<file path="src/rtl/frame_buffer_scheduler_if.sv">
// Processor-side request/response bus of the frame buffer scheduler.
// The master issues pixel accesses; the slave (scheduler) accepts them and returns read data.
interface frame_buffer_scheduler_if #(
  parameter int ADDR_WIDTH = 15
);
  logic                  req_valid;
  logic                  req_ready;
  logic                  req_we;
  logic [ADDR_WIDTH-1:0] req_addr;
  logic                  req_data;
  logic                  rd_valid;
  logic                  rd_data;

  modport master (
    output req_valid, req_we, req_addr, req_data,
    input  req_ready, rd_valid, rd_data
  );

  modport slave (
    input  req_valid, req_we, req_addr, req_data,
    output req_ready, rd_valid, rd_data
  );
endinterface

</file>
<file path="src/rtl/frame_buffer_scheduler.sv">
// Owns frame buffer port A: arbitrates queued processor pixel accesses against a
// full-screen clear engine that yields one slot after every CLEAR_BURST writes.
module frame_buffer_scheduler #(
  parameter int ADDR_WIDTH  = 15,
  parameter int FIFO_DEPTH  = 4,
  parameter int CLEAR_BURST = 16
) (
  input  logic                  clk_i,
  input  logic                  rst_ni,
  frame_buffer_scheduler_if.slave cpu,
  input  logic                  clr_start_i,
  input  logic                  clr_value_i,
  output logic                  clr_busy_o,
  output logic                  clr_done_o,
  output logic [ADDR_WIDTH-1:0] fb_addr_o,
  output logic                  fb_data_in_o,
  output logic                  fb_we_o,
  input  logic                  fb_data_out_i
);
  localparam int PTR_W   = $clog2(FIFO_DEPTH);
  localparam int CNT_W   = PTR_W + 1;
  localparam int BURST_W = $clog2(CLEAR_BURST + 1);

  typedef enum logic [1:0] {S_IDLE, S_CPU, S_CLEAR, S_CLEAR_YIELD} state_t;

  typedef struct packed {
    logic                  we;
    logic [ADDR_WIDTH-1:0] addr;
    logic                  data;
  } req_t;

  state_t                state_q, state_d;
  req_t                  fifo_mem [FIFO_DEPTH];
  req_t                  head;
  logic [PTR_W-1:0]      wr_ptr_q, rd_ptr_q;
  logic [CNT_W-1:0]      count_q, count_d;
  logic                  push, pop;
  logic                  queue_busy;

  logic [ADDR_WIDTH-1:0] clr_ptr_q, clr_ptr_d;
  logic [BURST_W-1:0]    burst_q, burst_d;
  logic                  clr_val_q, clr_val_d;
  logic                  clr_busy_q, clr_busy_d;
  logic                  clr_done_q, clr_done_d;
  logic                  clr_accept, clr_last, burst_hit;

  logic [ADDR_WIDTH-1:0] fb_addr_q, fb_addr_d;
  logic                  fb_data_q, fb_data_d;
  logic                  fb_we_q, fb_we_d;
  logic                  rd_issue_q, rd_issue_d;
  logic                  rd_wait_q, rd_valid_q, rd_data_q;

  // READY comes from the registered count, so a same-cycle pop does not free a slot early.
  assign cpu.req_ready = (count_q != CNT_W'(FIFO_DEPTH));
  assign push          = cpu.req_valid && cpu.req_ready;
  assign head          = fifo_mem[rd_ptr_q];
  assign queue_busy    = (count_q != '0);
  assign count_d       = count_q + CNT_W'(push) - CNT_W'(pop);

  assign clr_accept = clr_start_i && !clr_busy_q;
  assign clr_last   = &clr_ptr_q;
  assign burst_hit  = (burst_q >= BURST_W'(CLEAR_BURST - 1));

  always_ff @(posedge clk_i) begin
    // NOTE: sequential state uses non-blocking assignments so every register samples pre-edge values.
    if (!rst_ni) state_q <= S_IDLE;
    else         state_q <= state_d;
  end

  always_comb begin
    // NOTE: every combinational output gets a default first so no path infers a latch.
    state_d = state_q;
    case (state_q)
      S_IDLE: begin
        if (clr_accept)      state_d = S_CLEAR;
        else if (queue_busy) state_d = S_CPU;
      end
      S_CPU: begin
        if (clr_accept)             state_d = S_CLEAR;
        else if (count_d == '0)     state_d = S_IDLE;
      end
      S_CLEAR: begin
        if (clr_last)                     state_d = queue_busy ? S_CPU : S_IDLE;
        else if (burst_hit && queue_busy) state_d = S_CLEAR_YIELD;
      end
      S_CLEAR_YIELD: state_d = S_CLEAR;
      default:       state_d = S_IDLE;
    endcase
  end

  always_comb begin
    pop        = 1'b0;
    fb_we_d    = 1'b0;
    fb_addr_d  = fb_addr_q;
    fb_data_d  = fb_data_q;
    rd_issue_d = 1'b0;
    clr_ptr_d  = clr_ptr_q;
    burst_d    = burst_q;
    clr_val_d  = clr_val_q;
    case (state_q)
      S_CPU, S_CLEAR_YIELD: begin
        pop        = 1'b1;
        fb_we_d    = head.we;
        fb_addr_d  = head.addr;
        fb_data_d  = head.data;
        rd_issue_d = !head.we;
      end
      S_CLEAR: begin
        fb_we_d   = 1'b1;
        fb_addr_d = clr_ptr_q;
        fb_data_d = clr_val_q;
        clr_ptr_d = clr_ptr_q + 1'b1;
        // Saturate so a request arriving late in a long burst still gets the next slot.
        burst_d   = burst_hit ? BURST_W'(CLEAR_BURST) : burst_q + 1'b1;
      end
      default: ;
    endcase
    if (state_q == S_CLEAR_YIELD) burst_d = '0;
    if ((state_q == S_IDLE || state_q == S_CPU) && clr_accept) begin
      clr_ptr_d = '0;
      burst_d   = '0;
      clr_val_d = clr_value_i;
    end
    clr_busy_d = (state_q == S_CLEAR) || (state_q == S_CLEAR_YIELD);
    clr_done_d = clr_busy_q && !clr_busy_d;
  end

  always_ff @(posedge clk_i) begin
    // NOTE: queue storage is left unreset; the pointers and count alone define which entries are valid.
    if (push) fifo_mem[wr_ptr_q] <= {cpu.req_we, cpu.req_addr, cpu.req_data};
  end

  always_ff @(posedge clk_i) begin
    if (!rst_ni) begin
      wr_ptr_q   <= '0;
      rd_ptr_q   <= '0;
      count_q    <= '0;
      clr_ptr_q  <= '0;
      burst_q    <= '0;
      clr_val_q  <= 1'b0;
      clr_busy_q <= 1'b0;
      clr_done_q <= 1'b0;
      fb_addr_q  <= '0;
      fb_data_q  <= 1'b0;
      fb_we_q    <= 1'b0;
      rd_issue_q <= 1'b0;
      rd_wait_q  <= 1'b0;
      rd_valid_q <= 1'b0;
      rd_data_q  <= 1'b0;
    end else begin
      if (push) wr_ptr_q <= wr_ptr_q + 1'b1;
      if (pop)  rd_ptr_q <= rd_ptr_q + 1'b1;
      count_q    <= count_d;
      clr_ptr_q  <= clr_ptr_d;
      burst_q    <= burst_d;
      clr_val_q  <= clr_val_d;
      clr_busy_q <= clr_busy_d;
      clr_done_q <= clr_done_d;
      fb_addr_q  <= fb_addr_d;
      fb_data_q  <= fb_data_d;
      fb_we_q    <= fb_we_d;
      // Port A read data arrives one cycle after the address; capture it the cycle after that.
      rd_issue_q <= rd_issue_d;
      rd_wait_q  <= rd_issue_q;
      rd_valid_q <= rd_wait_q;
      if (rd_wait_q) rd_data_q <= fb_data_out_i;
    end
  end

  assign cpu.rd_valid = rd_valid_q;
  assign cpu.rd_data  = rd_data_q;
  assign clr_busy_o   = clr_busy_q;
  assign clr_done_o   = clr_done_q;
  assign fb_addr_o    = fb_addr_q;
  assign fb_data_in_o = fb_data_q;
  assign fb_we_o      = fb_we_q;
endmodule

</file>
<file path="src/flat_wrapper.sv">
// flat-port wrapper written by rule: the top's interface ports become plain ports
module frame_buffer_scheduler_flat 
#(
  parameter int ADDR_WIDTH  = 15,
  parameter int FIFO_DEPTH  = 4,
  parameter int CLEAR_BURST = 16
)
  (clk_i, rst_ni, clr_start_i, clr_value_i, clr_busy_o, clr_done_o, fb_addr_o, fb_data_in_o, fb_we_o, fb_data_out_i, cpu_req_valid, cpu_req_we, cpu_req_addr, cpu_req_data, cpu_req_ready, cpu_rd_valid, cpu_rd_data);
  frame_buffer_scheduler_if #(.ADDR_WIDTH(ADDR_WIDTH)) cpu_i ();
  input  logic clk_i;
  input  logic rst_ni;
  input  logic clr_start_i;
  input  logic clr_value_i;
  output logic clr_busy_o;
  output logic clr_done_o;
  output logic [ADDR_WIDTH-1:0] fb_addr_o;
  output logic fb_data_in_o;
  output logic fb_we_o;
  input  logic fb_data_out_i;
  input wire logic [$bits(cpu_i.req_valid)-1:0] cpu_req_valid;
  input wire logic [$bits(cpu_i.req_we)-1:0] cpu_req_we;
  input wire logic [$bits(cpu_i.req_addr)-1:0] cpu_req_addr;
  input wire logic [$bits(cpu_i.req_data)-1:0] cpu_req_data;
  output wire logic [$bits(cpu_i.req_ready)-1:0] cpu_req_ready;
  output wire logic [$bits(cpu_i.rd_valid)-1:0] cpu_rd_valid;
  output wire logic [$bits(cpu_i.rd_data)-1:0] cpu_rd_data;
  assign cpu_i.req_valid = cpu_req_valid;
  assign cpu_i.req_we = cpu_req_we;
  assign cpu_i.req_addr = cpu_req_addr;
  assign cpu_i.req_data = cpu_req_data;
  assign cpu_req_ready = cpu_i.req_ready;
  assign cpu_rd_valid = cpu_i.rd_valid;
  assign cpu_rd_data = cpu_i.rd_data;
  frame_buffer_scheduler #(.ADDR_WIDTH(ADDR_WIDTH), .FIFO_DEPTH(FIFO_DEPTH), .CLEAR_BURST(CLEAR_BURST)) u_core (.clk_i(clk_i), .rst_ni(rst_ni), .cpu(cpu_i), .clr_start_i(clr_start_i), .clr_value_i(clr_value_i), .clr_busy_o(clr_busy_o), .clr_done_o(clr_done_o), .fb_addr_o(fb_addr_o), .fb_data_in_o(fb_data_in_o), .fb_we_o(fb_we_o), .fb_data_out_i(fb_data_out_i));
endmodule
</file>
<file path="config.mk">
export PLATFORM = sky130hd
export DESIGN_NAME = frame_buffer_scheduler_flat
export DESIGN_NICKNAME = d
export VERILOG_FILES = /design/src/rtl/frame_buffer_scheduler_if.sv /design/src/rtl/frame_buffer_scheduler.sv /design/src/flat_wrapper.sv
export SDC_FILE = /design/constraint.sdc
export NUM_CORES = 1
export LEC_CHECK = 0
export ABC_AREA = 1
export ABC_CLOCK_PERIOD_IN_PS = 2100
export CORE_UTILIZATION = 57
export CTS_CLUSTER_DIAMETER = 100
export DETAILED_ROUTE_END_ITERATION = 12
export GPL_ROUTABILITY_DRIVEN = 0
export PLACE_DENSITY = 0.78
export REMOVE_ABC_BUFFERS = 1
export SLEW_MARGIN = 10
export SYNTH_ARGS = -nofsm -noshare
export SYNTH_HDL_FRONTEND = slang
export SYNTH_SLANG_ARGS = --single-unit
</file>
<file path="constraint.sdc">
create_clock -name clk_i -period 2.1 [get_ports clk_i]
set_input_delay 0.42 -clock clk_i [delete_from_list [all_inputs] [get_ports clk_i]]
set_output_delay 0.42 -clock clk_i [all_outputs]
set_load 0.01 [all_outputs]
</file>
Word level (Yosys, flattened, before mapping)

Memories as Yosys holds them, arrays and structs flattened. A register that Yosys moved wholly into a read port is not among the register bits.
Index checks and enable logic that the tools add are counted.
Widths: inputs -> output; s select.

Word-level logic and storage cells: 69
Input bits: 23
Memories kept: 1
Register bits: 53
Bits in writable memories: 68
Output and inout port bits: 22

Magnitude comparators: 1
Muxes and demuxes: 17
Bitwise gates (word level): 1
Reductions and logical operators: 20
Equal/unequal tests: 7
Add/subtract/negate cells: 6

Memories:

| memory          | depth | bits a word | rd ports | clocked after Yosys merged registers in | wr ports | line                         | text |
|---|---|---|---|---|---|---|---|
| u_core.fifo_mem | 4     | 17          | 1        | 1                                       | 1        | frame_buffer_scheduler.sv:33 | `req_t fifo_mem [FIFO_DEPTH];` |

Operators by type and width:

| kind                  | number |
|---|---|
| $pmux 15 s2           | 1 |
| $mux 2                | 8 |
| $add 15x1->15 const B | 1 |
| $reduce_and 15->1     | 1 |
| $ne 3x1->1 const B    | 3 |
| $pmux 2 s4            | 1 |
| $add 5x1->5 const B   | 1 |
| $ge 5x4->1 const B    | 1 |
| $logic_and 1x1->1     | 5 |
| $mux 5                | 1 |
| $add 2x1->2 const B   | 2 |
| $eq 2x2->1 const B    | 2 |
| $mux 1                | 4 |
| $pmux 1 s2            | 2 |
| $reduce_or 2->1       | 2 |
| $add 3x1->3           | 1 |
| $logic_not 1->1       | 3 |
| $logic_not 3->1       | 1 |
| $ne 3x3->1 const B    | 1 |
| $reduce_and 3->1      | 1 |
| $reduce_bool 3->1     | 1 |
| $reduce_or 3->1       | 1 |
| $sub 3x1->3           | 1 |
| $eq 2x1->1 const B    | 1 |
| other kinds (5)       | 6 |

Depth between registers and ports, before layout

Word-level depth: 8
Mapped depth: 14
Mapped depth without buffers: 14

Least setup slack after synthesis

Ideal clock, no wire load.

Kind: register to register
Start point: register u_core.count_q[1]
End point: register u_core.state_q[0]
Period minus slack after synthesis: 1,962 ps
Required time: 1,989 ps
Cell stages (with the launch flop): 15
Setup time: 111 ps
Path buffers: 0
Path slack: 138 ps
Arrival time: 1,850 ps
Cells stage by stage: dfxtp_1 > inv_1 > nand3_1 > nand2_1 > inv_1 > ha_1 > inv_1 > fa_1 > inv_1 > nor2_1 > nand2_1 > nand2_1 > nand3_1 > nor2_1 > nor2_1

Longest elaborated chain between the ends: 7
Elaborated cells on any way between the ends: 14
Those cells by class: add/sub (2); eq/ne (4); mux (3); reduce/logical (5)

RTL lines:

| what                              | line                          | text |
|---|---|---|
| start: declaration                | frame_buffer_scheduler.sv:36  | `logic [CNT_W-1:0] count_q, count_d;` |
| start signal: assignment          | frame_buffer_scheduler.sv:153 | `count_q <= count_d;` |
| $ne 3x3->1                        | frame_buffer_scheduler.sv:54  | `assign cpu.req_ready = (count_q != CNT_W'(FIFO_DEPTH));` |
| via cpu_req_ready                 | flat_wrapper.sv:24            | `output wire logic [$bits(cpu_i.req_ready)-1:0] cpu_req_ready;` |
| $logic_and 1x1->1                 | frame_buffer_scheduler.sv:55  | `assign push = cpu.req_valid && cpu.req_ready;` |
| via u_core.push                   | frame_buffer_scheduler.sv:37  | `logic push, pop;` |
| $add 3x1->3                       | frame_buffer_scheduler.sv:58  | `assign count_d = count_q + CNT_W'(push) - CNT_W'(pop);` |
| $sub 3x1->3                       | frame_buffer_scheduler.sv:58  |  |
| $logic_not 3->1                   | frame_buffer_scheduler.sv:80  | `else if (count_d == '0) state_d = S_IDLE;` |
| $ne 3x1->1 (no source line)       | --                            |  |
| $reduce_and 3->1 (no source line) | --                            |  |
| end signal: assignment            | frame_buffer_scheduler.sv:67  | `else state_q <= state_d;` |
| end: declaration                  | frame_buffer_scheduler.sv:32  | `state_t state_q, state_d;` |

The timed path passes the listed nets, and every way through them passes these cells.
A chain may end at the register's enable or synchronous reset.

Worst setup path after layout

Start point: register u_core.count_q[1]
End point: register u_core.state_q[0]

Longest elaborated chain between the ends: 7
Elaborated cells on any way between the ends: 14
Those cells by class: add/sub (2); eq/ne (4); mux (3); reduce/logical (5)

RTL lines:

| what                              | line |
|---|---|
| $ne 3x3->1                        | frame_buffer_scheduler.sv:54 |
| $logic_and 1x1->1                 | frame_buffer_scheduler.sv:55 |
| via u_core.push                   | frame_buffer_scheduler.sv:37 |
| $add 3x1->3                       | frame_buffer_scheduler.sv:58 |
| $sub 3x1->3                       | frame_buffer_scheduler.sv:58 |
| $logic_not 3->1                   | frame_buffer_scheduler.sv:80 |
| $ne 3x1->1 (no source line)       | -- |
| $reduce_and 3->1 (no source line) | -- |

The timed path passes the listed nets, and every way through them passes these cells.

==> impl_metrics.ini <==
[yosys]
ys_seq_area_share_pct = 62.49
yosysWarningCount = 0
synth_edf_count = 68
synth_cells = 518
synth_top_cell_area_share_pct = 40.60
ys_ff_latch = 123
synth_common_cells = 109 x nand2_1, 69 x nor2_1, 68 x edfxtp_1
synth-async-reset-ratio_pct = 0
ys_types = 32
synth_most_common_cell = nand2_1
synth_ff_type = edfxtp_1
synth_largest_area_cell = edfxtp_1
synth.avg_cell_area_um2 = 9.710
netlist_area_um2 = 5030
netlist_top_cells_area = edfxtp_1 41%, dfxtp_1 22%, nand2_1 8.1%, nor2_1 5.1%, o21ai_0 4.5%

[layout]
layout.nets = 614
antenna_cells = 0
final_cells = 699
finish.utilization_pct = 74.41
ff_latch_area_um2 = 3146
areaGrowthSynthToFinish_pct = 24.00
multi_input_area_um2 = 1652
fill_cells = 548
drive_gt1_share_pct = 11.78

[pwr]
p_leak_nw = 2.324
power_density_nw_per_um2 = 1155
finalPower_w = 0.007203
ir_drop_mv = 0.7111

[critical_path]
path_class = register to register
worstSetupStartpointType = register
crit_chain = inv_2, nand3_2, nand2_1, inv_1, ha_4, inv_2, fa_1, inv_1, nor2_1, nand2_1, nand2_1, nand3_1, nor2_1, nor2_1
max_stage_delay_ps = 580
cp.required_ps = 2520
cp_max_fo = 4
arrival_ps = 2450
setup.worst_path.end_class = register
crit_slowest_cell = fa_1

[detailed_routing]
drcViolationCount = 0
via_per_inst = 5.529
dr.pass1.iters = 5
wire_per_inst_um = 15.66
antenna_left = 0
drt_first_iter_violations = 228
dr_total_vias = 3865
finalWirelength_um = 10940

[timing]
hold_violations = 0
setup_viol = 0
finClkSkew_ps = 16.63
finalCritPeriodShare_pct = 96.36
fin_crit_ps = 2024
max_freq_ghz = 0.4942
whs_ps = 431.5
tightest_slew_ps = 625.6
relSlewSlack_pct = 58.25
drv_slew = 0

[placed_design]
numPortBuffers = 44
hpwl_um = 6892
dp.cells = 665

[worst_hold_path]
hp-class = register to register

[grt]
grt_use_total_pct = 25.63
grt_pass1_wl_um = 17140
grt_pass1_vias = 3706
gr-total-overflow = 0
grt_max_degree = 35
antenna_found_initial = 0

[job]
maxCapViolCount = 0

[floorplanning]
dieArea_um2 = 9204
dieHeight_um = 95.94
ios = 45
initial_utilization_pct = 60.01
fp-row-count = 33
die_x_um = 95.94
coreArea_um2 = 8382

[cts]
clock_latency_ps = 530
root_buffer = clkbuf_8
cts_buffer_depth = 2
clk_pin_slew_ps = 60
numCtsBuffers = 17
htreeDepth = 4
cts_sinks = 123
cts_tree = built

[outcome]
outcome = completed
[final cells by class]
cell class              instances  share of cell area [%]
clock buffers                  18                   6.700
well taps                     105                   2.106
inverters                      46                   2.808
clock inverters                14                   2.006
repair buffers                 64                   9.468
flip-flops and latches        123                   50.43
multi-input cells             329                   26.48
[cell usage in the layout, fill, tap and decap left out]
cell type,count
nor3_1,5
ha_4,2
nor2_4,2
nand3_2,1
clkbuf_1,1
nand2_2,4
nand3b_1,4
nor3_4,1
clkinv_1,1
inv_6,8
a32o_1,1
clkinv_4,2
clkbuf_8,1
o22ai_1,17
o21ai_0,45
nand2_4,1
clkdlybuf4s50_1,44
buf_4,20
dfxtp_2,2
clkinvlp_4,2
fa_1,1
dfxtp_1,53
nor2_1,69
nand2_1,108
ha_1,7
nand4_1,6
edfxtp_1,68
xnor2_1,1
nand3_1,10
xor2_1,2
inv_8,2
clkbuf_16,16
inv_4,1
a31oi_1,14
or2_0,2
inv_1,40
o211ai_1,1
a21oi_1,24
inv_2,4
nor2_2,1
[repair_timing]
action                                  4_1_cts  5_1_grt
setup buffers                                 0        2
gates resized for setup                       0       12
endpoints found under the setup margin        0        2
hold buffers                                  0        0
[path summary, 6_finish.rpt]
kind / from / end / depth (start not counted) / slack, ps
hold reg to reg: u_core.rd_issue_q / u_core.rd_wait_q / 2 / 430
setup reg to reg: u_core.count_q[1] / u_core.state_q[0] / 14 / 80
hold / removal: u_core.rd_issue_q / u_core.rd_wait_q / 2 / 430
setup / recovery: u_core.count_q[1] / u_core.state_q[0] / 14 / 80
[power by group]
| part | switching [W] | internal, W | leakage [nW] |
|---|---|---|---|
| combinational | 0.000929 | 0.000649 | 0.990 |
| sequential | 0.000133 | 0.00284 | 1.07 |
| clock | 0.00115 | 0.00150 | 0.262 |
| total | 0.00221 | 0.00499 | 2.32 |
[critical path, delay by kind of cell, from the launching register on]
kind / cells / cell delay (ps)
fa+ha+maj: 2 / 720
simple gates: 8 / 600
buf+inv: 4 / 260
flops: 1 / 360
[cells by family (layout without fill, tap and decap cells)]
| group | count (synthesis) | count (layout) | synth area share [%] |
|---|---|---|---|
| simple gates | 214 | 214 | 17.96 |
| flops | 123 | 123 | 62.49 |
| compound gates | 102 | 102 | 11.07 |
| buf+inv | 66 | 142 | 5.323 |
| fa+ha+maj | 10 | 10 | 2.637 |
| xor+xnor | 3 | 3 | 0.5225 |
[registers in the layout, summed over array words and instances, names as in the netlist, named ones only]
register	count
u_core.fifo_mem	68
u_core.clr_ptr_q	15
u_core.fb_addr_o	15
u_core.burst_q	5
u_core.count_q	3
u_core.rd_ptr_q	2
u_core.state_q	2
u_core.wr_ptr_q	2
u_core.clr_busy_o	1
u_core.clr_done_o	1
u_core.clr_val_q	1
u_core.cpu.rd_data	1
u_core.cpu.rd_valid	1
u_core.fb_data_in_o	1
u_core.fb_we_o	1
u_core.rd_issue_q	1
u_core.rd_wait_q	1
[per-stage QoR]
step / TNS (ps) / area (µm²) / setup slack [ps]
floorplan: -97.83 / 4935 / -97.83
global placement: -88.36 / 5642 / -88.36
detailed placement: -195.4 / 5642 / -191.8
CTS: 0 / 6185 / 28.70
global route: -56.53 / 6237 / -56.53
finish: 0 / 6237 / 76.43
[per-layer routing]
metal  up-vias  GRT usage [%]  share of wire [%]
met3        11          6.398                4.8
li1       1881              -                  -
met2       118          43.99                 51
met4         0          10.57               0.94
met1      1855          30.83                 43
met5         -              0                  0
Note: power is estimated with default switching activity, not from simulation.
